### config.mk
export PLATFORM = sky130hd
export DESIGN_NAME = uart_rx_fsm
export DESIGN_NICKNAME = d
export VERILOG_FILES = /design/src/rtl/uart_rx_fsm.sv
export SDC_FILE = /design/constraint.sdc
export NUM_CORES = 1
export LEC_CHECK = 0
export ABC_AREA = 1
export CAP_MARGIN = 40
export CORE_MARGIN = 10
export CORE_UTILIZATION = 50
export CTS_CLUSTER_DIAMETER = 60
export DETAILED_ROUTE_END_ITERATION = 7
export GPL_TIMING_DRIVEN = 0
export PLACE_DENSITY = 0.81
export SLEW_MARGIN = 20
export SYNTH_ARGS = -nofsm -noshare
export SYNTH_HDL_FRONTEND = slang
export SYNTH_SLANG_ARGS = --single-unit
export TNS_END_PERCENT = 1
### constraint.sdc
create_clock -name clk_based_on_prescale -period 4.1 [get_ports clk_based_on_prescale]
set_input_delay 0.82 -clock clk_based_on_prescale [delete_from_list [all_inputs] [get_ports clk_based_on_prescale]]
set_output_delay 0.82 -clock clk_based_on_prescale [all_outputs]
set_load 0.005 [all_outputs]
### src/rtl/uart_rx_fsm.sv
// ---------------------------------------------------------------------------
// uart_rx_fsm
//   Frame sequencer for the UART receiver. Detects the start-bit falling edge,
//   runs the oversampling edge counter and the bit counter, and drives the
//   enables of the sampler, start/parity/stop checkers and deserializer.
//   Bad frames (start glitch, parity error, stop error) are dropped; a good
//   frame produces a single-cycle data_valid in the first IDLE cycle.
//
// Ports
//   clk_based_on_prescale : oversampling clock (prescale ticks per bit)
//   asy_reset             : async active-low reset
//   rx_in                 : synchronized serial line, idle high
//   prescale              : oversampling ratio (8/16/32); changed only in IDLE
//   par_en                : frame carries a parity bit
//   start_glitch/par_err/stop_err : checker flags, sampled on the last edge
//   edge_cnt, bit_cnt     : position within the bit / within the frame
//   data_samp_en, start_check_enable, deser_en, par_chk_en, stop_chk_en
//   data_valid            : one-cycle good-frame strobe
//   All outputs are registered.
// ---------------------------------------------------------------------------
module uart_rx_fsm #(
  parameter int DATA_WIDTH = 8,
  parameter int PRESCALE_W = 6
) (
  input  logic                  clk_based_on_prescale,
  input  logic                  asy_reset,
  input  logic                  rx_in,
  input  logic [PRESCALE_W-1:0] prescale,
  input  logic                  par_en,
  input  logic                  start_glitch,
  input  logic                  par_err,
  input  logic                  stop_err,
  output logic [PRESCALE_W-1:0] edge_cnt,
  output logic [3:0]            bit_cnt,
  output logic                  data_samp_en,
  output logic                  start_check_enable,
  output logic                  deser_en,
  output logic                  par_chk_en,
  output logic                  stop_chk_en,
  output logic                  data_valid
);

  typedef enum logic [2:0] {
    S_IDLE   = 3'd0,
    S_START  = 3'd1,
    S_DATA   = 3'd2,
    S_PARITY = 3'd3,
    S_STOP   = 3'd4
  } state_t;

  state_t                r_state;
  state_t                w_state_nxt;
  logic [PRESCALE_W-1:0] w_edge_nxt;
  logic [3:0]            w_bit_nxt;
  logic                  w_last_edge;
  logic                  w_deser_nxt;
  logic                  w_dv_nxt;
  logic [PRESCALE_W-1:0] w_last_pos;

  assign w_last_pos = prescale - PRESCALE_W'(1);
  // >= rather than == so the counter always wraps even with a bad prescale.
  assign w_last_edge = (edge_cnt >= w_last_pos);

  always_comb begin
    w_state_nxt = r_state;
    w_edge_nxt  = edge_cnt;
    w_bit_nxt   = bit_cnt;
    if (r_state == S_IDLE) begin
      w_edge_nxt = '0;
      w_bit_nxt  = '0;
      if (!rx_in) w_state_nxt = S_START;
    end else begin
      if (w_last_edge) begin
        w_edge_nxt = '0;
        w_bit_nxt  = bit_cnt + 4'd1;
      end else begin
        w_edge_nxt = edge_cnt + PRESCALE_W'(1);
      end
      case (r_state)
        S_START:  if (w_last_edge) w_state_nxt = start_glitch ? S_IDLE : S_DATA;
        // >= keeps the FSM moving even if the count ever overshoots.
        S_DATA:   if (w_last_edge && (bit_cnt >= 4'(DATA_WIDTH)))
                    w_state_nxt = par_en ? S_PARITY : S_STOP;
        S_PARITY: if (w_last_edge) w_state_nxt = par_err ? S_IDLE : S_STOP;
        S_STOP:   if (w_last_edge) w_state_nxt = S_IDLE;
        default:  w_state_nxt = S_IDLE;
      endcase
    end
    // Counters always read 0 while idle, including on abort paths.
    if (w_state_nxt == S_IDLE) begin
      w_edge_nxt = '0;
      w_bit_nxt  = '0;
    end
  end

  // Outputs are registered from next-state values so they line up with the
  // state they describe; deser_en lands on the last edge of each data bit.
  assign w_deser_nxt = (w_state_nxt == S_DATA) && (w_edge_nxt >= w_last_pos);
  assign w_dv_nxt    = (r_state == S_STOP) && w_last_edge && !stop_err;

  always_ff @(posedge clk_based_on_prescale or negedge asy_reset) begin
    if (!asy_reset) begin
      r_state            <= S_IDLE;
      edge_cnt           <= '0;
      bit_cnt            <= '0;
      data_samp_en       <= 1'b0;
      start_check_enable <= 1'b0;
      deser_en           <= 1'b0;
      par_chk_en         <= 1'b0;
      stop_chk_en        <= 1'b0;
      data_valid         <= 1'b0;
    end else begin
      r_state            <= w_state_nxt;
      edge_cnt           <= w_edge_nxt;
      bit_cnt            <= w_bit_nxt;
      data_samp_en       <= (w_state_nxt != S_IDLE);
      start_check_enable <= (w_state_nxt == S_START);
      deser_en           <= w_deser_nxt;
      par_chk_en         <= (w_state_nxt == S_PARITY);
      stop_chk_en        <= (w_state_nxt == S_STOP);
      data_valid         <= w_dv_nxt;
    end
  end

endmodule

### Word level (Yosys, flattened, before mapping)

Index checks and enable logic that the tools add are counted.

* register bits after elaboration: 19
* bits of input ports: 13
* output and inout bits: 16

* add/subtract/negate cells: 3
* order comparisons: 3
* eq/ne operators: 8
* muxes and demuxes: 16
* reductions and logical operators: 9

Operators with widths (number)
* $mux W3: 8
* $mux W6: 3
* $eq A3 B2 Y1 const B: 4
* $ge A6 B6 Y1: 2
* $mux W4: 3
* $pmux W3 S4: 1
* $add A6 B1 Y6 const B: 1
* $eq A3 B1 Y1 const B: 2
* $eq A3 B3 Y1 const B: 2
* $logic_not A3 Y1: 2
* $reduce_bool A3 Y1: 2
* $sub A6 B1 Y6 const B: 1
* $add A4 B1 Y4 const B: 1
* $ge A4 B4 Y1 const B: 1
* $logic_and A1 B1 Y1: 4
* $mux W2: 1
* $logic_not A1 Y1: 1

### Logic depth before layout (Yosys ltp)

* depth after elaboration: 10
* gate-level depth with buffers: 25
* depth with buffers taken out: 25

### Worst setup path after synthesis

No wires, ideal clock.

* path kind: input port to flip-flop
* start point: in prescale[0]
* end point: reg deser_en
* arrival time: 3.316 ns
* data required time: 3.982 ns
* path slack: 0.666 ns
* stages on the path: 25
* buffers on the path: 0
* cell sequence: inv_1 -> ha_1 -> nand2_1 -> xnor2_1 -> inv_1 -> ha_1 -> nand2_2 -> inv_2 -> a21oi_4 -> nand2_4 -> nand2_1 -> nand2_1 -> inv_2 -> nand2_4 -> nor2_4 -> nand3_2 -> nand2_1 -> nor2_1 -> ha_1 -> inv_1 -> nor2_1 -> o211ai_1 -> o2111ai_1 -> nand2_1 -> nor2_1

* word-level cells in the longest chain between the ends: 10
* elaborated cells between the ends (all ways): 16
* those cells by class: add/sub: 1; order compare: 2; eq/ne: 1; mux: 9; reduce/logical: 3

Ends and longest elaborated chain
* start, declared: RTL line 28 `input logic [PRESCALE_W-1:0] prescale,`
* $sub A6 B1 Y6 (*): RTL line 60 `assign w_last_pos = prescale - PRESCALE_W'(1);`
* $ge A6 B6 Y1 (*): RTL line 62 `assign w_last_edge = (edge_cnt >= w_last_pos);`
* $logic_and A1 B1 Y1: RTL line 82 `S_DATA: if (w_last_edge && (bit_cnt >= 4'(DATA_WIDTH)))`
* $mux W3: RTL line 82
* $pmux W3 S4 (*): RTL line 79 `case (r_state)`
* $mux W3 (*): RTL line 68 `if (r_state == S_IDLE) begin`
* named net w_state_nxt[1]: RTL line 52 `state_t w_state_nxt;`
* $logic_not A3 Y1 (*): RTL line 90 `if (w_state_nxt == S_IDLE) begin`
* $mux W6 (*): RTL line 90
* named net w_edge_nxt[1]: RTL line 53 `logic [PRESCALE_W-1:0] w_edge_nxt;`
* $ge A6 B6 Y1 (*): RTL line 98 `assign w_deser_nxt = (w_state_nxt == S_DATA) && (w_edge_nxt >= w_last_pos);`
* $logic_and A1 B1 Y1 (*): RTL line 98
* named net w_deser_nxt: RTL line 56 `logic w_deser_nxt;`
* end signal, assigned: RTL line 118 `deser_en <= w_deser_nxt;`
* end, declared: RTL line 37 `output logic deser_en,`

Mark *: on every way through the listed nets, which the timed path passes. The rest lies on a longest branch.
A chain may end at the register's enable or synchronous reset.

### Final worst setup path

* start point: in prescale[1]
* end point: reg deser_en

* word-level cells in the longest chain between the ends: 10
* elaborated cells between the ends (all ways): 16
* those cells by class: add/sub: 1; order compare: 2; eq/ne: 1; mux: 9; reduce/logical: 3

Ends and longest elaborated chain (RTL line)
* $sub A6 B1 Y6 (*): 60
* $ge A6 B6 Y1 (*): 62
* $logic_and A1 B1 Y1: 82
* $mux W3: 82
* $pmux W3 S4: 79
* $mux W3: 68
* $logic_not A3 Y1: 90
* $mux W6 (*): 90
* named net w_edge_nxt[5]: 53
* $ge A6 B6 Y1 (*): 98
* $logic_and A1 B1 Y1 (*): 98
* named net w_deser_nxt: 56

Marked as above.

==> summary.txt <==
Synthesis
  • Netlist Area Pre-Place: 1310 sq um
  • Main synth FF type: dfrtp_1
  • Flip-flop and latch count after synthesis: 19
  • EDFF count, synth: 0
  • Fraction of synthesized cell area taken by the top area cell type: 36.3%
  • Gate count of the mapped netlist: 161
  • Number of unique standard cell types used by synthesis: 22
  • Largest cells by area after synthesis: dfrtp_1 (36%), ha_1 (15%), nand2_1 (8.9%)
  • Sequential share of the synthesized area: 36.3%
  • Most common cell in the netlist: nand2_1
  • Syn_area_per_cell: 8.13 sq um
  • Commonest cells in the synthesized netlist: nand2_1 (31), inv_1 (25), dfrtp_1 (19)
  • Synthesized netlist net count: 190
  • Share of synthesized registers carrying an async set or reset: 100%
  • Cell type with the highest aggregate area in the netlist: dfrtp_1
  • YS warnings: 0

Floorplan
  • Core Box Area: 2480 sq um
  • X dimension of the die: 71.2 um
  • Initial core utilization: 52.8%
  • Row cnt: 18
  • Die Height: 71.2 um
  • Die footprint: 5060 sq um
  • Total I/O pin count: 29

STA
  • Setup slack of the critical path after layout: 0.210 ns
  • Final Hold Fails: 0
  • Finish-stage setup viols: 0
  • Worst-case clock skew: 0.00829 ns
  • Highest clock frequency the design can meet: 257 MHz
  • Actual transition at the worst max-transition pin: 0.404 ns
  • Final Cycle Share: 94.9%
  • Pins Over Slew Limit: 0
  • Time the final worst path needs with I/O delays and setup: 3.89 ns
  • Hold Worst Slack: 0.585 ns
  • Setup TNS: 0 ns
  • Relative slew margins: 72.9%

Pwr
  • Int Power: 0.477 mW
  • Seq pwr share: 31.6%
  • Peak ir drop on the vdd network: 0.000371 V
  • Total power per unit cell area: 488 nW/um^2
  • Static Leak: 0.898 nW
  • Net Sw Frac: 43.8%
  • Switch Pwr: 0.372 mW
  • Clk pwr share: 11.6%
  • Total design power: 0.849 mW
  • Share of power burned in combinational logic: 56.8%

Critical path
  • Peak fanout along the critical path: 8
  • CP Cell Sequence: clkdlybuf4s50_1 > nor2_2 > nand2_2 > nor3_4 > xnor2_2 > ha_1 > nand2_2 > nor2_2 > nand2_2 > nand2_4 > nand3_1 > nand2_2 > nor2_1 > nor2_2 > nand3_2 > nand2_4 > nor2_2 > ha_1 > nand2_2 > inv_1 > o211ai_1 > o2111ai_1 > nand2_1 > nor2_1
  • Startpoint kind of the worst setup timing path: input pin
  • Most used cell, CP: nand2_2
  • Critical Path RT: 4.30 ns
  • Worst setup path category: input pin to register
  • Cell at the slowest stage of the critical path: clkdlybuf4s50_1
  • Nature of the critical path endpoint: register
  • Peak per-stage delay on the critical path: 0.43 ns
  • Data arrival time at the worst-slack endpoint: 4.09 ns

Cells and area
  • Finished Cell Area: 1740 sq um
  • Final antenna diode count: 0
  • Layout filler cell count: 210
  • Final std cells w/o fill: 226
  • Net total in the final layout: 226
  • Final core utilization: 70.2%
  • Fraction of layout instances using a drive strength above 1: 18.9%
  • P&R area growth vs syn: 32.9%

Placed design
  • Count of placed standard cells including taps: 219
  • Post-placement setup slack: -0.225 ns
  • Port buffer count: 28
  • HPWL Detailed: 2520 um
  • Placer's final routability congestion estimate: 0.844
  • Placement-stage cell area: 1630 sq um

Clocking
  • Buffer cell driving the clock tree root: clkbuf_4
  • Count of H-tree levels built during CTS: 1
  • Clock tree from TritonCTS: done
  • Clock Pin Slew Worst Setup and Hold Paths: 0.10 ns
  • Hold bufs inserted after CTS: 0
  • Sinks on Clock Net: 19
  • Clock insertion delay at the later pin of the skew report: 0.31 ns
  • Maximum number of buffers from clock root to sink: 2
  • CTS Buf Count: 3

Drt
  • Wire per inst: 14.3 um
  • Length of the first detailed-routing pass in iterations: 4
  • Post-route DRC violation count: 0
  • Via density per instance: 5.21
  • Total detailed-routing wirelength: 3230 um
  • Overall via count from detail_route: 1,178
  • Routed Antenna Nets: 0
  • Iter 0 DRT Violations: 82

Min path
  • Worst hold path type: register to register

Status
  • Outcome: complete, no violations

Global routing
  • Global router's overall resource usage: 12.3%
  • Initial antenna violation count: 0
  • Congestion Overflow GR: 0
  • Via count of the first global-routing pass: 1,173
  • First-pass GRT wire length: 5190 um
  • Pin count of the biggest net entering global routing: 20

Job
  • Max-capacitance violation count: 0
==> metal layers <==
layer	vias to the layer above	GRT usage (%)	wire (um)
met3	11	2.23	109
met4	0	7.10	108
met1	559	13.4	1270
met5	-	0	0
li1	581	-	-
met2	27	21.7	1750
==> layout make-up <==
cell class	instances	area, sq um	share of cell area (%)
buffer	1	11.3	0.647
clock buffer	4	26.3	1.51
inverter	28	105	6.04
multi-input combinational	113	771	44.3
sequential	19	475	27.3
tap	30	37.5	2.16
timing repair buffer	31	313	18.0
==> cell usage in the layout (no fill, tap or decap), types with 2 or more instances in the layout <==
master           netlist  final
clkbuf_4               0      3
xnor2_1                5      4
xor2_1                 4      4
nand2_1               31     28
nor3_1                 4      3
nand3_2                2      2
inv_2                  3      4
nor2_2                 2      7
a21oi_1                3      3
inv_1                 25     24
or2_2                  2      2
dfrtp_1               19     19
ha_1                  16     15
nand3_1               16     16
nor2_1                17     11
nand2_2                4      6
clkdlybuf4s50_1        0     27
nand2_4                2      3
nor2_4                 1      2
buf_4                  0      2
==> cells by family (layout without fill, tap and decap cells) <==
logic type,count (synthesis),in the layout,share of synthesized area (%)
simple gates,82,82,29.8
buf+inv,29,64,8.89
xor+xnor,9,9,6.02
fa+ha+maj,16,16,15.3
flops,19,19,36.3
compound gates,6,6,3.63
==> path summary, 6_finish.rpt <==
kind	from	to	slack, ns	cells past startpoint
max	prescale[1]	deser_en	0.21	24
min	bit_cnt[1]	bit_cnt[1]	0.58	2
max reg2reg	edge_cnt[0]	deser_en	1.22	22
min reg2reg	bit_cnt[1]	bit_cnt[1]	0.58	2
max in group asynchronous	asy_reset	bit_cnt[0]	3.01	2
min in group asynchronous	asy_reset	edge_cnt[4]	0.71	1
==> worst max-delay path, delay by kind of cell <==
family,cells,cell delay [ns]
XOR/XNOR,1,0.11
adder cells (fa/ha/maj),2,0.66
AO/OA/AOI/OAI,2,0.22
AND/OR/NAND/NOR,17,1.78
buffers and inverters,2,0.48
==> flip-flops by register name, indices dropped and copies added (netlist names) <==
register and cells:
edge_cnt 6, bit_cnt 4, r_state 3, data_samp_en 1, data_valid 1, deser_en 1, par_chk_en 1, start_check_enable 1
stop_chk_en 1
==> power groups by stage <==
| stage | logic [mW] | registers [mW] | clock network (mW) |
|---|---|---|---|
| 6_report | 0.482 | 0.269 | 0.0984 |
| 5_1_grt | 0.536 | 0.276 | 0.104 |
| 4_1_cts | 0.427 | 0.268 | 0.0980 |
| 3_5_place_dp | 0.422 | 0.271 | 0 |
| 3_3_place_gp | 0.405 | 0.269 | 0 |
| 2_1_floorplan | 0.274 | 0.268 | 0 |
==> repair_timing <==
item                       4_1_cts  5_1_grt
buffers inserted                 0        2
setup endpoints to repair        0        1
resized for setup                0       17
hold endpoints to repair         0        0
Power figures use the tool's default switching activity.
